## config.mk

```make
export PLATFORM = sky130hd
export DESIGN_NAME = gmii_tx_framer
export DESIGN_NICKNAME = d
export VERILOG_FILES = /design/src/rtl/gmii_tx_framer.sv
export SDC_FILE = /design/constraint.sdc
export NUM_CORES = 1
export LEC_CHECK = 0
export ABC_AREA = 1
export CAP_MARGIN = 20
export CORE_ASPECT_RATIO = 1.25
export CORE_MARGIN = 3
export CORE_UTILIZATION = 52
export DETAILED_ROUTE_END_ITERATION = 6
export GPL_TIMING_DRIVEN = 0
export PLACE_DENSITY = 0.72
export REMOVE_ABC_BUFFERS = 1
export SYNTH_ARGS = -nofsm -noshare
export SYNTH_HDL_FRONTEND = slang
export SYNTH_SLANG_ARGS = --single-unit
```

## constraint.sdc

```tcl
create_clock -name gmii_tx_clk -period 1.9 [get_ports gmii_tx_clk]
set_input_delay 0.38 -clock gmii_tx_clk [delete_from_list [all_inputs] [get_ports gmii_tx_clk]]
set_output_delay 0.38 -clock gmii_tx_clk [all_outputs]
set_load 0.02 [all_outputs]
```

## src/rtl/gmii_tx_framer.sv

```systemverilog
// gmii_tx_framer: byte stream to GMII frame (7x55, D5, payload, zero pad under `GMII_TX_PAD_EN, CRC-32 FCS) plus forced IFG.
// Latency: first 0x55 one cycle after s_tvalid in IDLE; each accepted byte reaches gmii_txd one cycle later.
// Backpressure: s_tready only in the SFD-display cycle onwards (DATA) and DRAIN; an empty cycle mid-payload aborts the frame.
module gmii_tx_framer #(
   parameter int IFG_BYTES   = 12,
   parameter int MIN_PAYLOAD = 60
) (
   input  logic       gmii_tx_clk,
   input  logic       reset,
   input  logic [7:0] s_tdata,
   input  logic       s_tvalid,
   input  logic       s_tlast,
   output logic       s_tready,
   output logic [7:0] gmii_txd,
   output logic       gmii_tx_en,
   output logic       gmii_tx_er,
   output logic       busy,
   output logic       underrun
);

   // State names the byte being generated this cycle; it is shown on GMII next cycle.
   typedef enum logic [2:0] {
      IDLE  = 3'd0,
      PRE   = 3'd1,
      SFD   = 3'd2,
      DATA  = 3'd3,
`ifdef GMII_TX_PAD_EN
      PAD   = 3'd4,
`endif
      FCS   = 3'd5,
      IFG   = 3'd6,
      DRAIN = 3'd7
   } state_t;

   if (IFG_BYTES < 1 || IFG_BYTES > 255 || MIN_PAYLOAD < 1 || MIN_PAYLOAD > 255) begin : g_bad_params
      $error("gmii_tx_framer: IFG_BYTES and MIN_PAYLOAD must lie in 1..255");
   end

   state_t      state, next_state;
   logic [10:0] byte_cnt;
   logic [10:0] cnt_inc;
   logic [7:0]  sub_cnt;
   logic [31:0] crc;
   logic [31:0] fcs_word;
   logic        accept;
   logic [7:0]  txd_d;
   logic        tx_en_d;
   logic        tx_er_d;
   logic        underrun_d;

   function automatic logic [31:0] crc32_byte(input logic [31:0] c, input logic [7:0] d);
      logic [31:0] r;
      r = c ^ {24'd0, d};
      for (int i = 0; i < 8; i++)
         r = r[0] ? ((r >> 1) ^ 32'hEDB8_8320) : (r >> 1);
      return r;
   endfunction

   assign s_tready = (state == DATA) || (state == DRAIN);
   assign busy     = (state != IDLE);
   assign accept   = s_tvalid && s_tready;
   assign cnt_inc  = (byte_cnt == 11'h7FF) ? byte_cnt : byte_cnt + 11'd1;
   assign fcs_word = ~crc;

   always_ff @(posedge gmii_tx_clk or posedge reset) begin
      if (reset)
         state <= IDLE;
      else
         state <= next_state;
   end

   always_comb begin
      next_state = state;
      case (state)
         IDLE:  if (s_tvalid) next_state = PRE;
         PRE:   if (sub_cnt == 8'd5) next_state = SFD;
         SFD:   next_state = DATA;
         DATA: begin
            if (!s_tvalid)
               next_state = DRAIN;
            else if (s_tlast)
`ifdef GMII_TX_PAD_EN
               next_state = (cnt_inc < 11'(MIN_PAYLOAD)) ? PAD : FCS;
`else
               next_state = FCS;
`endif
         end
`ifdef GMII_TX_PAD_EN
         PAD:   if (cnt_inc >= 11'(MIN_PAYLOAD)) next_state = FCS;
`endif
         FCS:   if (sub_cnt == 8'd3) next_state = IFG;
         IFG:   if (sub_cnt == 8'(IFG_BYTES - 1)) next_state = IDLE;
         DRAIN: if (accept && s_tlast) next_state = IFG;
         default: next_state = IDLE;
      endcase
   end

   always_comb begin
      txd_d      = 8'h00;
      tx_en_d    = 1'b0;
      tx_er_d    = 1'b0;
      underrun_d = 1'b0;
      case (state)
         IDLE: begin
            if (s_tvalid) begin
               tx_en_d = 1'b1;
               txd_d   = 8'h55;
            end
         end
         PRE: begin
            tx_en_d = 1'b1;
            txd_d   = 8'h55;
         end
         SFD: begin
            tx_en_d = 1'b1;
            txd_d   = 8'hD5;
         end
         DATA: begin
            tx_en_d = 1'b1;
            if (s_tvalid) begin
               txd_d = s_tdata;
            end else begin
               tx_er_d    = 1'b1;
               underrun_d = 1'b1;
            end
         end
`ifdef GMII_TX_PAD_EN
         PAD:     tx_en_d = 1'b1;
`endif
         FCS: begin
            tx_en_d = 1'b1;
            txd_d   = fcs_word[{sub_cnt[1:0], 3'b000} +: 8];
         end
         default: ;
      endcase
   end

   always_ff @(posedge gmii_tx_clk or posedge reset) begin
      if (reset) begin
         gmii_txd   <= 8'h00;
         gmii_tx_en <= 1'b0;
         gmii_tx_er <= 1'b0;
         underrun   <= 1'b0;
         byte_cnt   <= 11'd0;
         sub_cnt    <= 8'd0;
         crc        <= 32'hFFFF_FFFF;
      end else begin
         gmii_txd   <= txd_d;
         gmii_tx_en <= tx_en_d;
         gmii_tx_er <= tx_er_d;
         underrun   <= underrun_d;
         // sub_cnt times PRE, FCS and IFG; it restarts on every state change
         sub_cnt    <= (next_state != state) ? 8'd0 : sub_cnt + 8'd1;
         if (state == IDLE) begin
            byte_cnt <= 11'd0;
            crc      <= 32'hFFFF_FFFF;
         end else if (state == DATA && accept) begin
            byte_cnt <= cnt_inc;
            crc      <= crc32_byte(crc, s_tdata);
         end
`ifdef GMII_TX_PAD_EN
         else if (state == PAD) begin
            byte_cnt <= cnt_inc;
            crc      <= crc32_byte(crc, 8'h00);
         end
`endif
      end
   end

endmodule

```

-- Word level (Yosys, flattened, before mapping)
Cells that the tools add are included.
- register bits after elaboration: 53
- latch bits: 0
- RAM bits: 0
- memory bits (read-only): 0
- logic and storage cells: 62
- memories kept: 0
- $add $sub $neg: 1
- multiply operators: 0
- div/mod/pow operators: 0
- order comparisons: 0
- equality and inequality tests: 10
- shift operators: 1
- multiplexer cells: 26
- bitwise logic cells: 10
- reduce and logical (&&, ||, !) cells: 8
- operators with widths (operator ; number):
    32-bit two-way mux ; 10
    13-bit NOT with 14-bit output ; 8
    8-bit one-hot mux with 5 select lines ; 1
    32-bit NOT ; 1
    32-bit by 6-bit indexed part select with 8-bit output ; 1
    32-bit by 8-bit XOR with 32-bit output ; 1
    3-bit two-way mux ; 7
    3-bit one-hot mux with 7 select lines ; 1
    8-bit two-way mux ; 2
    3-bit equality test (second input constant) ; 3
    8-bit by 1-bit adder with 8-bit output (second input constant) ; 1
    8-bit by 2-bit equality test with 1-bit output (second input constant) ; 1
    8-bit by 3-bit equality test with 1-bit output (second input constant) ; 1
    8-bit by 4-bit equality test with 1-bit output (second input constant) ; 1
    7-bit two-way mux ; 1
    3-bit by 2-bit equality test with 1-bit output (second input constant) ; 2
    4-bit OR reduction ; 1
    3-bit by 1-bit equality test with 1-bit output (second input constant) ; 1
    1-bit logical AND ; 3
    3-bit zero test ; 1
    1-bit two-way mux ; 3
    3-bit inequality test ; 1
    3-bit nonzero test ; 1
    1-bit one-hot mux with 2 select lines ; 1
    2 further kinds ; 2

-- Logic depth before layout (Yosys ltp)
- word-level depth: 19
- gate-level depth with buffers: 12

-- Least setup slack after synthesis
Ideal clock, no wire load.
- kind: flip-flop to flip-flop
- start point: register sub_cnt[1]
- end point: register sub_cnt[0]
- setup time: 0.134 ns
- data arrival time: 1.418 ns
- path slack: 0.348 ns
- stages on the path, launching flop included: 9
- cells stage by stage: dfrtp_1 -> buf_4 -> inv_2 -> ha_1 -> nand3_1 -> o21ai_0 -> nand4_1 -> nand2_4 -> nor3_2
- longest elaborated chain between the ends: 5
- elaborated cells on any way between the ends: 9
- RTL lines (element ; line ; RTL):
    start, declared ; 42 ; logic [7:0] sub_cnt;
    start signal, assigned ; 153 ; sub_cnt <= (next_state != state) ? 8'd0 : sub_cnt + 8'd1;
    8-bit by 4-bit equality test with 1-bit output (tied with other cells) ; 92 ; IFG: if (sub_cnt == 8'(IFG_BYTES - 1)) next_state = IDLE;
    3-bit two-way mux, on equally long branches ; 92, 76, 91 ;
    3-bit one-hot mux with 7 select lines * ; 74 ; case (state)
    3-bit inequality test * ; 153 ;
    8-bit two-way mux * ; 153 ;
Every way passes the cells marked *; elsewhere a longest branch is shown, timed or not.
A chain may end at the register's enable or synchronous reset.

-- Final worst setup path
- start point: input s_tdata[1]
- end point: register crc[26]
- longest elaborated chain between the ends: 11
- RTL lines (element ; line ; RTL):
    start, declared ; 10 ; input logic [7:0] s_tdata,
    32-bit by 8-bit XOR with 32-bit output ; 53 ; r = c ^ {24'd0, d};
    32-bit two-way mux (8 in a row) ; 55 ; r = r[0] ? ((r >> 1) ^ 32'hEDB8_8320) : (r >> 1);
    32-bit two-way mux ; 157 ; end else if (state == DATA && accept) begin
    32-bit two-way mux ; 154 ; if (state == IDLE) begin
    end signal, assigned ; 159 ; crc <= crc32_byte(crc, s_tdata);
    end, declared ; 43 ; logic [31:0] crc;
Every way passes these cells. The select of a mux whose other input is x is not followed.

==> results.md <==
Die:
- The effective utilization at floorplan is 55.1%.
- In this run the count of I/O pins placed on the die edge is 25.
- The number of cell rows is 33.
- The die boundary width is 81.5 um.
- The floorplan step defined a die boundary enclosing 8180 um^2.
- The total area inside the core boundary comes to 6730 um^2.
- Measured along the y axis, the die boundary spans 100 um.

Cells and area:
- In the final design database the tool counted 589 nets.
- The cell area after layout is 4320 um^2.
- Relative to the synthesized area, the layout overhead comes to 16.7%.
- The post-route netlist has 20.0% of its cells at a drive strength greater than 1.
- The number of antenna diodes in the final layout is 0.
- The finished layout holds 663 standard cells, fillers aside.

Pwr:
- The cell-internal power is 0.00330 W.
- The proportion of total power due to net switching is 48.8%.
- The overall power consumption is 0.00644 W.
- The combinational fraction of design power is 57.6%.
- The switching power is 0.00315 W.
- The largest voltage drop on the vdd net is 0.743 mV.
- Power spread over the standard cell area amounts to 1490 nW/um^2.
- Of the total power, registers draw 29.8%.
- The static leakage is 2.09 nW.
- The clock network power share is 12.6%.

Synth:
- Yosys mapped a number of flops with a built-in enable equal to 0.
- The xor-xnor portion of the synthesized cell area is 6.14%.
- The synthesized area per cell is 6.90 um^2.
- Of the total synthesized cell area, the portion taken by full adders, half adders and majority gates is 0.675%.
- The combinational family with the most area after synthesis is simple AND/OR/NAND/NOR gates.
- Synthesis handed over a netlist of 537 instances.
- Of the post-synthesis cell area, the dominant cell type holds 22.7%.
- The proportion of synthesized flip-flops having asynchronous set or reset is 100%.
- In this run, synthesis produced a sequential element count of 53.
- The most common cell in the synthesized netlist is sky130_fd_sc_hd__nand2_1.
- The simple-gate share of the synthesized area is 34.5%.
- Summing the sequential cell areas from Yosys gives 36.9% of the chip area.
- The complex-gate fraction of the synthesized area is 11.9%.
- By count the netlist is led by sky130_fd_sc_hd__nand2_1, sky130_fd_sc_hd__inv_1, sky130_fd_sc_hd__nand3_1.
- Ranked by total cell area, the synthesized netlist is headed by sky130_fd_sc_hd__dfstp_2, sky130_fd_sc_hd__nand2_1, sky130_fd_sc_hd__dfrtp_1.
- The distinct cell type count after synthesis is 36.
- The proportion of synthesized area in mux cells is 0%.
- The synthesized cell area is 3710 um^2.
- The post-synthesis cell type with the largest combined area is sky130_fd_sc_hd__dfstp_2.
- The Yosys warning count is 0.
- The most instantiated flip-flop cell in the synthesis netlist is sky130_fd_sc_hd__dfstp_2.

Worst setup path:
- The standard cell with the maximum stage delay on the critical path is sky130_fd_sc_hd__clkdlybuf4s50_1.
- The largest single stage delay on the critical path is 530 ps.
- Traced cell by cell, the critical path runs through clkdlybuf4s50_1 -> inv_2 -> nand2_1 -> nand2_2 -> nand2_1 -> nand2_2 -> nand2_2 -> nand2_1 -> nor2_2 -> nand2_1 -> nand3_1 -> nand2_1.
- The largest fanout on the critical path is 8.
- For the worst setup path, the data arrival time is 2080 ps.
- The type of element capturing the critical path is a flop.
- The classification of the worst setup path is in -> reg.
- The combined buffer and inverter count along the critical path is 2.
- For the worst setup path, the data required time is 2150 ps.
- The gate family responsible for the most delay along the worst path is simple AND/OR/NAND/NOR gates.
- By instance count, the cell type seen most on the critical path is sky130_fd_sc_hd__nand2_1.
- The worst setup path is launched from an input port.

STA:
- The final count of negative-setup-slack endpoints is 0.
- The post-route worst setup slack is 68.0 ps.
- For the pin with the worst max-slew slack, the measured transition is 593 ps.
- For the finished layout, the period the worst path requires is 1830 ps.
- The final hold violation count is 0.
- The maximum clock frequency is 0.546 GHz.
- The final critical-path share of the clock period is 96.4%.
- For the final routed database, the setup TNS stands at 0 ps.
- Headroom to the max-slew limit came out at 60.3%.
- Setup repair after global routing left no endpoint under its margin.
- The number of pins exceeding their max-slew limit in the final report is 0.
- Across the routed clock network, the largest skew measured is 13.2 ps.

Global routing:
- Entering global routing, the biggest net connects 35 pins.
- The initial antenna violation count is 0.
- The first global-routing pass estimated 16.7 mm of wire.
- The global routing usage summed across all routing layers is 26.5%.
- The number of global-route vias before repair is 3449.
- The global-route congestion overflow total is 0.

Routing:
- After detailed routing, the number of remaining DRC violations is 0.
- Dividing the detail-routed via count by the number of cells gives 5.52.
- Wires add up to 10.2 mm.
- The count of nets left with antenna violations once routing finished came out at 0.
- After detailed routing, the average wire length per cell comes to 15.4 um.
- The violation count after the first detailed-route iteration is 262.
- The via count is 3658.
- Before antenna repair, the detailed router went through 5 iterations.

Run status:
- The run finished with clean final reports.

CTS:
- At the later pin of the worst-skew pair, clock insertion delay measures 310 ps.
- The H-tree was split into 2 levels.
- The clock transition at the registers of the reported paths is 100 ps.
- The maximum root-to-sink buffer count is 2.
- The tree is rooted in a sky130_fd_sc_hd__clkbuf_8.
- The number of clock buffers inserted by TritonCTS is 5.
- The hold-fix buffer count after cts is 0.
- The CTS tree is done.
- The TritonCTS sink count is 53.

Run:
- Max-cap violations in this run came to 0.

Placed design:
- After detailed placement, the total cell area comes to 4020 um^2.
- At the placement stage, the worst setup path has a slack of -701 ps.
- The number of cells after detailed placement is 639.
- The count of buffers added on input and output ports is 24.
- The half-perimeter wire length of the detailed placement result is 6.93 mm.
- The last weighted congestion value of the routability-driven placer is 0.937.

Worst hold path:
- The path type of the worst min-delay path is in -> async.
## cell families after synthesis
| kind of cell | after synthesis |
|---|---|
| AOI/OAI and AO/OA | 77 |
| xor gates and xnor gates | 26 |
| adders and majority gates | 2 |
| buffers and inverters | 94 |
| DFF | 53 |
| and+or+nand+nor | 285 |
## per-layer routing
layer  track usage, %  vias up  part of all wire, %
met2             45.7      125                   50
met5                0        -                    0
met1             32.2     1722                   41
met4             11.7        0                  3.1
met3             3.68       27                  5.2
li1                 -     1784                    -
## layout make-up
class	count	area [um^2]
tap	87	109
timing repair inverter	2	12.5
timing repair buffer	39	359
fill	602	2410
inverter	84	327
clock buffer	7	86.3
sequential	53	1370
clock inverter	1	30.0
multi-input combinational	390	2030
## worst register-to-register path, cell delays in order, from the launching register on
cell                         delay (ps)
sky130_fd_sc_hd__dfrtp_4            510
sky130_fd_sc_hd__buf_4              140
sky130_fd_sc_hd__clkinvlp_2         480
sky130_fd_sc_hd__o21ai_0            340
sky130_fd_sc_hd__o21ai_0            100
sky130_fd_sc_hd__o221ai_1           150
## metrics by stage
step	hold WS, ps	utilization (%)
3_3_place_gp	470	59.5
6_report	375	64.2
3_5_place_dp	475	59.8
4_1_cts	401	62.6
5_1_grt	424	64.2
2_1_floorplan	446	-
## state kept, by name (all words and copies together) (netlist names)
name,count
gmii_txd,8
gmii_tx_en,1
sub_cnt,8
state,3
crc,32
underrun,1
## power by group through the flow
stage                     sequential [W]  clock [W]  combinational [W]
after floorplan                  0.00194          0            0.00236
after global placement           0.00193          0            0.00326
after detailed placement         0.00194          0            0.00332
after CTS                        0.00194   0.000822            0.00347
after global routing             0.00197   0.000876            0.00410
final                            0.00192   0.000812            0.00371
## placed cells by master, fill, tap and decap left out, types with 18 or more instances in the layout
master,instances
sky130_fd_sc_hd__o21ai_0,31
sky130_fd_sc_hd__dfrtp_1,18
sky130_fd_sc_hd__xor2_1,22
sky130_fd_sc_hd__dfstp_2,32
sky130_fd_sc_hd__nor2_1,32
sky130_fd_sc_hd__nand2_2,21
sky130_fd_sc_hd__nand3_1,42
sky130_fd_sc_hd__nand2_1,164
sky130_fd_sc_hd__clkdlybuf4s50_1,22
sky130_fd_sc_hd__inv_1,72
## path summary, 6_finish.rpt
check,from,end,cells past startpoint,slack [ps]
worst max register to register,sub_cnt[0],gmii_txd[0],5,90
worst max-delay path,s_tdata[1],crc[26],12,70
min in group gmii_tx_clk,crc[23],crc[23],2,490
max in group asynchronous,reset,crc[23],3,900
worst min-delay path,reset,sub_cnt[7],2,370
worst min register to register,crc[23],crc[23],2,490
## what timing repair did
item                       CTS  global route
setup endpoints to repair   47            26
gates cloned                 2             0
setup buffers                3            11
resized for setup           12            15
pin swaps                    1             1
Note: power is estimated with default switching activity, not from simulation.
